**config.mk**
```make
export PLATFORM = sky130hd
export DESIGN_NAME = dvga_timebase_flat
export DESIGN_NICKNAME = d
export VERILOG_FILES = /design/src/rtl/dvga_timebase_if.sv /design/src/rtl/dvga_timebase.sv /design/src/flat_wrapper.sv
export SDC_FILE = /design/constraint.sdc
export NUM_CORES = 1
export LEC_CHECK = 0
export CORE_MARGIN = 8
export CORE_UTILIZATION = 45
export CTS_CLUSTER_DIAMETER = 50
export DETAILED_ROUTE_END_ITERATION = 12
export PLACE_DENSITY = 0.59
export SLEW_MARGIN = 20
export SYNTH_ARGS = -nofsm -noshare
export SYNTH_HDL_FRONTEND = slang
export SYNTH_SLANG_ARGS = --single-unit
export TNS_END_PERCENT = 10
```
**constraint.sdc**
```tcl
create_clock -name clk -period 2.15 [get_ports clk]
set_input_delay 0.3225 -clock clk [delete_from_list [all_inputs] [get_ports clk]]
set_output_delay 0.3225 -clock clk [all_outputs]
set_load 0.02 [all_outputs]
```
**src/rtl/dvga_timebase_if.sv**
```systemverilog
// Control and status bundle between the dvga timebase and its controller.
// The master drives run/resync/divisor writes; the slave returns reset and enables.
interface dvga_timebase_if #(
  parameter int unsigned NCH  = 2,
  parameter int unsigned DIVW = 8
);
  logic            en_i;
  logic            sync_i;
  logic [NCH-1:0]  div_we;
  logic [DIVW-1:0] div_data;
  logic            rst_o;
  logic [NCH-1:0]  ce_o;
  logic [NCH-1:0]  pend_o;

  modport master (
    output en_i,
    output sync_i,
    output div_we,
    output div_data,
    input  rst_o,
    input  ce_o,
    input  pend_o
  );

  modport slave (
    input  en_i,
    input  sync_i,
    input  div_we,
    input  div_data,
    output rst_o,
    output ce_o,
    output pend_o
  );
endinterface

```
**src/rtl/dvga_timebase.sv**
```systemverilog
// Reset stretcher plus NCH programmable clock-enable dividers for the dvga subsystem.
// Divisor writes made while running are deferred to the next wrap so periods never glitch.
module dvga_timebase #(
  parameter int unsigned NCH         = 2,
  parameter int unsigned DIVW        = 8,
  parameter int unsigned RST_HOLD    = 4,
  parameter int unsigned DEFAULT_DIV = 0
) (
  input  logic                  clk,
  input  logic                  rst,
  dvga_timebase_if.slave        bus_io
);

  localparam int unsigned HW = $clog2(RST_HOLD + 1);

  logic [HW-1:0]   hold_q, hold_d;
  logic            rst_o_q, rst_o_d;
  logic [NCH-1:0]  ce_q, ce_d;
  logic [NCH-1:0]  pend_q, pend_d;
  logic [NCH-1:0]  wrap;
  logic            run;

  logic [DIVW-1:0] cnt_q      [NCH];
  logic [DIVW-1:0] cnt_d      [NCH];
  logic [DIVW-1:0] div_q      [NCH];
  logic [DIVW-1:0] div_d      [NCH];
  logic [DIVW-1:0] div_pend_q [NCH];
  logic [DIVW-1:0] div_pend_d [NCH];

  assign run = !rst_o_q && bus_io.en_i && !bus_io.sync_i;

  // Reset hold-off: rst_o drops on the edge that takes the count from 1 to 0.
  always_comb begin
    hold_d  = hold_q;
    rst_o_d = rst_o_q;
    if (hold_q != '0) begin
      hold_d  = hold_q - HW'(1);
      rst_o_d = (hold_q > HW'(1));
    end
  end

  // Treating cnt > div as a wrap keeps a shrunken divisor from locking the counter.
  always_comb begin
    wrap = '0;
    for (int i = 0; i < NCH; i++) begin
      wrap[i] = (cnt_q[i] >= div_q[i]);
    end
  end

  always_comb begin
    cnt_d      = cnt_q;
    div_d      = div_q;
    div_pend_d = div_pend_q;
    pend_d     = pend_q;
    ce_d       = '0;
    for (int i = 0; i < NCH; i++) begin
      if (bus_io.sync_i) begin
        cnt_d[i] = '0;
        if (bus_io.div_we[i]) begin
          div_d[i] = bus_io.div_data;
        end else if (pend_q[i]) begin
          div_d[i] = div_pend_q[i];
        end
        pend_d[i] = 1'b0;
      end else if (run) begin
        if (wrap[i]) begin
          cnt_d[i] = '0;
          ce_d[i]  = 1'b1;
          if (pend_q[i]) begin
            div_d[i]  = div_pend_q[i];
            pend_d[i] = 1'b0;
          end
        end else begin
          cnt_d[i] = cnt_q[i] + DIVW'(1);
        end
        // A write on a wrap edge only arms the next wrap.
        if (bus_io.div_we[i]) begin
          div_pend_d[i] = bus_io.div_data;
          pend_d[i]     = 1'b1;
        end
      end else if (bus_io.div_we[i]) begin
        div_d[i]  = bus_io.div_data;
        pend_d[i] = 1'b0;
      end
    end
  end

  always_ff @(posedge clk) begin
    if (rst) begin
      hold_q  <= HW'(RST_HOLD);
      rst_o_q <= 1'b1;
      ce_q    <= '0;
      pend_q  <= '0;
      for (int i = 0; i < NCH; i++) begin
        cnt_q[i]      <= '0;
        div_q[i]      <= DIVW'(DEFAULT_DIV);
        div_pend_q[i] <= '0;
      end
    end else begin
      hold_q  <= hold_d;
      rst_o_q <= rst_o_d;
      ce_q    <= ce_d;
      pend_q  <= pend_d;
      for (int i = 0; i < NCH; i++) begin
        cnt_q[i]      <= cnt_d[i];
        div_q[i]      <= div_d[i];
        div_pend_q[i] <= div_pend_d[i];
      end
    end
  end

  assign bus_io.rst_o  = rst_o_q;
  assign bus_io.ce_o   = ce_q;
  assign bus_io.pend_o = pend_q;

endmodule

```
**src/flat_wrapper.sv**
```systemverilog
// flat-port wrapper written by rule: the top's interface ports become plain ports
module dvga_timebase_flat 
#(
  parameter int unsigned NCH         = 2,
  parameter int unsigned DIVW        = 8,
  parameter int unsigned RST_HOLD    = 4,
  parameter int unsigned DEFAULT_DIV = 0
)
  (clk, rst, bus_io_en_i, bus_io_sync_i, bus_io_div_we, bus_io_div_data, bus_io_rst_o, bus_io_ce_o, bus_io_pend_o);
  dvga_timebase_if #(.NCH(NCH), .DIVW(DIVW)) bus_io_i ();
  input  logic clk;
  input  logic rst;
  input wire logic [$bits(bus_io_i.en_i)-1:0] bus_io_en_i;
  input wire logic [$bits(bus_io_i.sync_i)-1:0] bus_io_sync_i;
  input wire logic [$bits(bus_io_i.div_we)-1:0] bus_io_div_we;
  input wire logic [$bits(bus_io_i.div_data)-1:0] bus_io_div_data;
  output wire logic [$bits(bus_io_i.rst_o)-1:0] bus_io_rst_o;
  output wire logic [$bits(bus_io_i.ce_o)-1:0] bus_io_ce_o;
  output wire logic [$bits(bus_io_i.pend_o)-1:0] bus_io_pend_o;
  assign bus_io_i.en_i = bus_io_en_i;
  assign bus_io_i.sync_i = bus_io_sync_i;
  assign bus_io_i.div_we = bus_io_div_we;
  assign bus_io_i.div_data = bus_io_div_data;
  assign bus_io_rst_o = bus_io_i.rst_o;
  assign bus_io_ce_o = bus_io_i.ce_o;
  assign bus_io_pend_o = bus_io_i.pend_o;
  dvga_timebase #(.NCH(NCH), .DIVW(DIVW), .RST_HOLD(RST_HOLD), .DEFAULT_DIV(DEFAULT_DIV)) u_core (.clk(clk), .rst(rst), .bus_io(bus_io_i));
endmodule
```
==> results of run 1 <==
final timing paths:
| check | to | slack (ns) | cells past startpoint | start |
|---|---|---|---|---|
| setup / recovery | u_core.div_q[1] | 0.13 | 8 | u_core.div_q[5] |
| hold / removal | u_core.div_pend_q[4] | 0.46 | 2 | u_core.div_pend_q[4] |
| setup reg to reg | u_core.div_q[1] | 0.13 | 8 | u_core.div_q[5] |
| hold reg to reg | u_core.div_pend_q[4] | 0.46 | 2 | u_core.div_pend_q[4] |
metal layers:
| metal | global-route usage [%] | wire, microns | vias up |
|---|---|---|---|
| li1 | - | - | 1416 |
| met1 | 19.66 | 3618 | 1315 |
| met2 | 27.25 | 3738 | 22 |
| met3 | 2.624 | 144 | 7 |
| met4 | 3.953 | 72 | 0 |
| met5 | 0 | 0 | - |
sequential cells by signal, summed over array words and instances (netlist names):
signal                flops
u_core.cnt_q             16
u_core.div_pend_q        16
u_core.div_q             16
u_core.hold_q             3
u_core.bus_io.ce_o        2
u_core.bus_io.pend_o      2
u_core.bus_io.rst_o       1
cells in the final DEF (no fill, tap or decap), types with 5 or more instances in the layout:
| cell type | count |
|---|---|
| dfxtp_1 | 56 |
| o22ai_1 | 6 |
| a21oi_1 | 32 |
| nand2_1 | 61 |
| o21ai_0 | 17 |
| or4_1 | 7 |
| mux2i_1 | 16 |
| or3_1 | 6 |
| ha_1 | 21 |
| nor2_1 | 31 |
| nand4_1 | 5 |
| inv_1 | 23 |
| clkbuf_8 | 5 |
| mux2_4 | 8 |
| nand3_1 | 12 |
| buf_4 | 26 |
| clkdlybuf4s50_1 | 17 |
| o31ai_2 | 7 |
metrics by stage:
stage          setup WS (ns)  instances  total power, mW  hold WS [ns]  TNS (ns)
6_report              0.1330        520            2.456        0.4613         0
5_1_grt              0.03649        520            2.587        0.4779         0
2_1_floorplan         0.1821        383            1.572        0.4329         0
3_3_place_gp       -0.006334        512            1.752        0.4428  -0.04493
4_1_cts              0.09354        520            2.464        0.4629         0
3_5_place_dp        -0.01915        512            1.761        0.4480   -0.1377
kinds of logic (layout without fill, tap and decap cells):
kind of cell    Yosys count  after routing  synth area share (%)
buf+inv                  40             78                 5.439
fa+ha+maj                21             21                 8.158
mux                      26             26                 9.402
simple gates            149            149                 22.73
compound gates           87             87                 18.38
flops                    56             56                 34.81
xor+xnor                  4              4                 1.088
layout make-up:
class / instances / share of cell area, %
multi-input combinational: 287 / 50.81
sequential: 56 / 29.44
inverter: 23 / 2.268
tap: 99 / 3.253
clock buffer: 5 / 1.807
timing repair buffer: 47 / 11.30
clock inverter: 3 / 1.117
worst min-delay path, cell delays in order, from the launching register on:
cell and delay, ns:
dfxtp_1 0.32, nand2_1 0.05, a21oi_1 0.05
power by group:
part	internal, mW	switching [mW]
clock	0.346	0.372
combinational	0.276	0.315
sequential	1.10	0.0429
total	1.73	0.730
==> results.yml, run 1 <==
clock_network:
  clkTransAtPathRegs_ns: 0.10
  htreeDepth: 2
  post_cts_resized: 0
  cts_made_buffers: 5
  cts_sinks: 56
  cts_tree: "yes"
  cts-root-buf: "clkbuf_8"
  clock_latency_ns: 0.32
  post-cts-setup-buffers: 0
  clockBufferDepth: 2
  cts_hold_buffers: 0
setup_path:
  crit_chain: "inv_1 > ha_1 > nand2_1 > nor3_4 > a211oi_4 > buf_4 > or4_1 > o31ai_2"
  critical_path_buf_inv_count: 2
  end_kind: "register"
  cp_slowest_cell: "or4_1"
  path_delay_family: "simple AND/OR/NAND/NOR gates"
  worst_setup_path_start_kind: "register"
  cp_max_fo: 10
  cp_slowest_stage_delay_ns: 0.53
  critPathKind: "register to register"
  crit_arrival_ns: 2.25
  crit_required_ns: 2.38
floorplanning:
  die_h_microns: 100.6
  die_area_sq_um: 10120
  num_rows: 31
  die_w_microns: 100.6
  core_region_area_sq_um: 7098
  initial_core_util_pct: 45.37
  io_pins: 19
sta:
  fin_skew_ns: 0.01488
  finalSetupViolations: 0
  max_freq_ghz: 0.4958
  tightest_slew_ns: 0.6672
  slew_headroom_pct: 55.52
  period_share_pct: 93.81
  fin_crit_ns: 2.017
  rsz0062_at_grt: "no"
  slew_violations: 0
  hold_viol: 0
job:
  maxCapViolations: 0
cells_and_area:
  utilization_pct: 53.64
  layout-drive-gt1-share_pct: 16.39
  register_area_sq_um: 1121
  nNetsFinal: 455
  design_area_sq_um: 3807
  area_delta_synth_final_pct: 18.22
  multi_input_area_sq_um: 1934
  insertedDiodeCount: 0
  nFillCells: 706
yosys:
  syn_inst: 383
  synth.yosys.seq_area_share_pct: 34.81
  netlist.area_leader.share_pct: 34.81
  synth-edff-count: 0
  syn_area_sq_um: 3221
  async_flop_share_pct: 0
  synth_top_area_cell: "dfxtp_1"
  ys_seq_elements: 56
  synth_fp_nets: 418
  ys_warn_count: 0
  synth_most_common_cell: "nand2_1"
  avgSynthCellArea_sq_um: 8.409
  synth_top_flop_cell: "dfxtp_1"
  synth_cell_types: 51
  synthTopCellsByArea: "dfxtp_1 35%, ha_1 8.2%, nand2_1 7.2%"
  synth_commonest_cells: "62 x nand2_1, 56 x dfxtp_1, 32 x a21oi_1"
global_routing:
  grt_remaining_overflow: 0
  grt_usage_pct: 15.77
  grt_pass1_wl_microns: 12770
  grt_max_degree: 36
  grt_antenna_before_repair: 0
  grt_pass1_vias: 2664
routing:
  post-route-drc-count: 0
  wl_per_cell_microns: 14.57
  wl_microns: 7574
  drt_iter0_drc: 69
  routed_via_density: 5.308
  antenna_left: 0
  vias: 2760
  drtPass1Iterations: 4
pwr:
  p_leak_nw: 1.486
  ir_drop_mv: 0.3852
  cellPowerDensity_nw_per_um2: 645.0
run_status:
  status: "finished clean"
worst_hold_path:
  hold_class: "register to register"
place:
  place_area_sq_um: 3686
  dpl.hpwl_microns: 5610
  gp_congestion: 0.7637
  numPortBuffers: 18
(Power assumes the default switching activity.)
==> inputs of run 2 (changes only) <==
- CORE_UTILIZATION: 45 -> 40
- GPL_ROUTABILITY_DRIVEN: unset -> 0
- PLACE_DENSITY: 0.59 -> 0.53
==> results.yml, run 2 (synthesis gave the netlist of run 1 again) <==
worst_hold_path:
  hold_class: "register to register"
clock_network:
  clkTransAtPathRegs_ns: 0.12
  cts_sinks: 56
  clockBufferDepth: 2
  htreeDepth: 2
  cts_tree: "yes"
  cts_hold_buffers: 0
  cts-root-buf: "clkbuf_8"
  clock_latency_ns: 0.33
  post-cts-setup-buffers: 0
  post_cts_resized: 0
  cts_made_buffers: 5
cells_and_area:
  top_regs: "u_core.cnt_q x16, u_core.div_pend_q x16, u_core.div_q x16"
  mostFrequentLayoutCell: "nand2_1"
  insertedDiodeCount: 0
  area_delta_synth_final_pct: 18.61
  layout.cells.most_common_list: "62 x nand2_1, 55 x dfxtp_1, 31 x nor2_1, 31 x a21oi_1, 26 x buf_4"
  nNetsFinal: 456
  utilization_pct: 49.18
  nFillCells: 789
  layout-drive-gt1-share_pct: 17.06
routing:
  drtPass1Iterations: 4
  wl_met3_microns: 277
  vias: 2748
  routed_via_density: 5.244
  wl_microns: 8098
  dr.max_layer_used: "met4"
  post-route-drc-count: 0
  antenna_left: 0
  wl_per_cell_microns: 15.45
  drt_iter0_drc: 105
  wl_met1_microns: 3912
  met2WireLength_microns: 3803
global_routing:
  grt_usage_pct: 14.68
  grt_pass1_vias: 2686
  grt_remaining_overflow: 0
  grt_antenna_before_repair: 0
  grt_max_degree: 34
  grt_pass1_wl_microns: 13480
run_status:
  status: "finished clean"
sta:
  slew_violations: 0
  slew_headroom_pct: 57.43
  worst_slack_ns: 0.1025
  hold_viol: 0
  max_freq_ghz: 0.4884
  fin_crit_ns: 2.047
  period_share_pct: 95.23
  tightest_slew_ns: 0.6385
  fin_skew_ns: 0.01307
  timing.hold.ws_ns: 0.4637
  rsz0062_at_grt: "no"
  finalSetupViolations: 0
setup_path:
  end_kind: "register"
  cp_slowest_stage_delay_ns: 0.37
  crit_required_ns: 2.38
  crit_arrival_ns: 2.28
  cp_max_fo: 8
  critPathKind: "register to register"
  cp_slowest_cell: "or3_4"
  worst_setup_path_start_kind: "register"
  crit_chain: "inv_2 > ha_1 > or3_4 > a21oi_2 > a211o_2 > a2bb2oi_4 > buf_12 > mux2_4"
pwr:
  cellPowerDensity_nw_per_um2: 627.4
  p_leak_nw: 1.488
  ir_drop_mv: 0.4409
place:
  dpl.hpwl_microns: 5869
  numPortBuffers: 18
  pre_cts_ws_ns: -0.02548
floorplanning:
  io_pins: 19
  core_region_area_sq_um: 7767
  num_rows: 32
  die_w_microns: 105.7
  initial_core_util_pct: 41.46
  die_h_microns: 105.7
  die_area_sq_um: 11180
job:
  maxCapViolations: 0
==> run 2: area by class of cell <==
| type | instances | area, sq um | area share (%) |
|---|---|---|---|
| multi-input combinational | 287 | 1937 | 50.70 |
| sequential | 56 | 1122 | 29.38 |
| timing repair buffer | 48 | 450.4 | 11.79 |
| tap | 102 | 127.6 | 3.341 |
| inverter | 23 | 86.33 | 2.260 |
| clock buffer | 5 | 68.82 | 1.802 |
| clock inverter | 3 | 27.53 | 0.7206 |
==> run 2: worst paths after layout <==
path / slack (ns) / start / endpoint / cells past startpoint
worst max-delay path: 0.10 / u_core.div_q[10] / u_core.div_q[10] / 8
worst min-delay path: 0.46 / u_core.div_pend_q[8] / u_core.div_pend_q[8] / 2
worst max register to register: 0.10 / u_core.div_q[10] / u_core.div_q[10] / 8
worst min register to register: 0.46 / u_core.div_pend_q[8] / u_core.div_pend_q[8] / 2
==> run 2: metrics by stage <==
step           power [mW]  instance area, sq um  cells  setup TNS, ns
2_1_floorplan       1.572                  3221    383              0
3_3_place_gp        1.763                  3710    516              0
3_5_place_dp        1.776                  3710    516        -0.2674
4_1_cts             2.422                  3806    524              0
5_1_grt             2.541                  3820    524              0
6_report            2.397                  3820    524              0
==> run 2: layer usage <==
layer	vias up	global-route usage [%]
met3	9	2.375
li1	1419	-
met5	-	0
met2	37	24.49
met4	0	4.121
met1	1283	19.00
==> run 2: worst max-delay path, delay by kind of cell, from the launching register on <==
| family | cells | cell delay, ns |
|---|---|---|
| and+or+nand+nor | 1 | 0.37 |
| DFF | 1 | 0.35 |
| buffers and inverters | 2 | 0.19 |
| adders and majority gates | 1 | 0.27 |
| AOI/OAI and AO/OA | 3 | 0.47 |
| muxes | 1 | 0.30 |
==> run 2: power by group <==
group / leakage [nW] / switching, mW / internal [mW]
clock network: 0.0463 / 0.407 / 0.241
registers: 0.456 / 0.0426 / 1.10
logic: 0.986 / 0.323 / 0.279
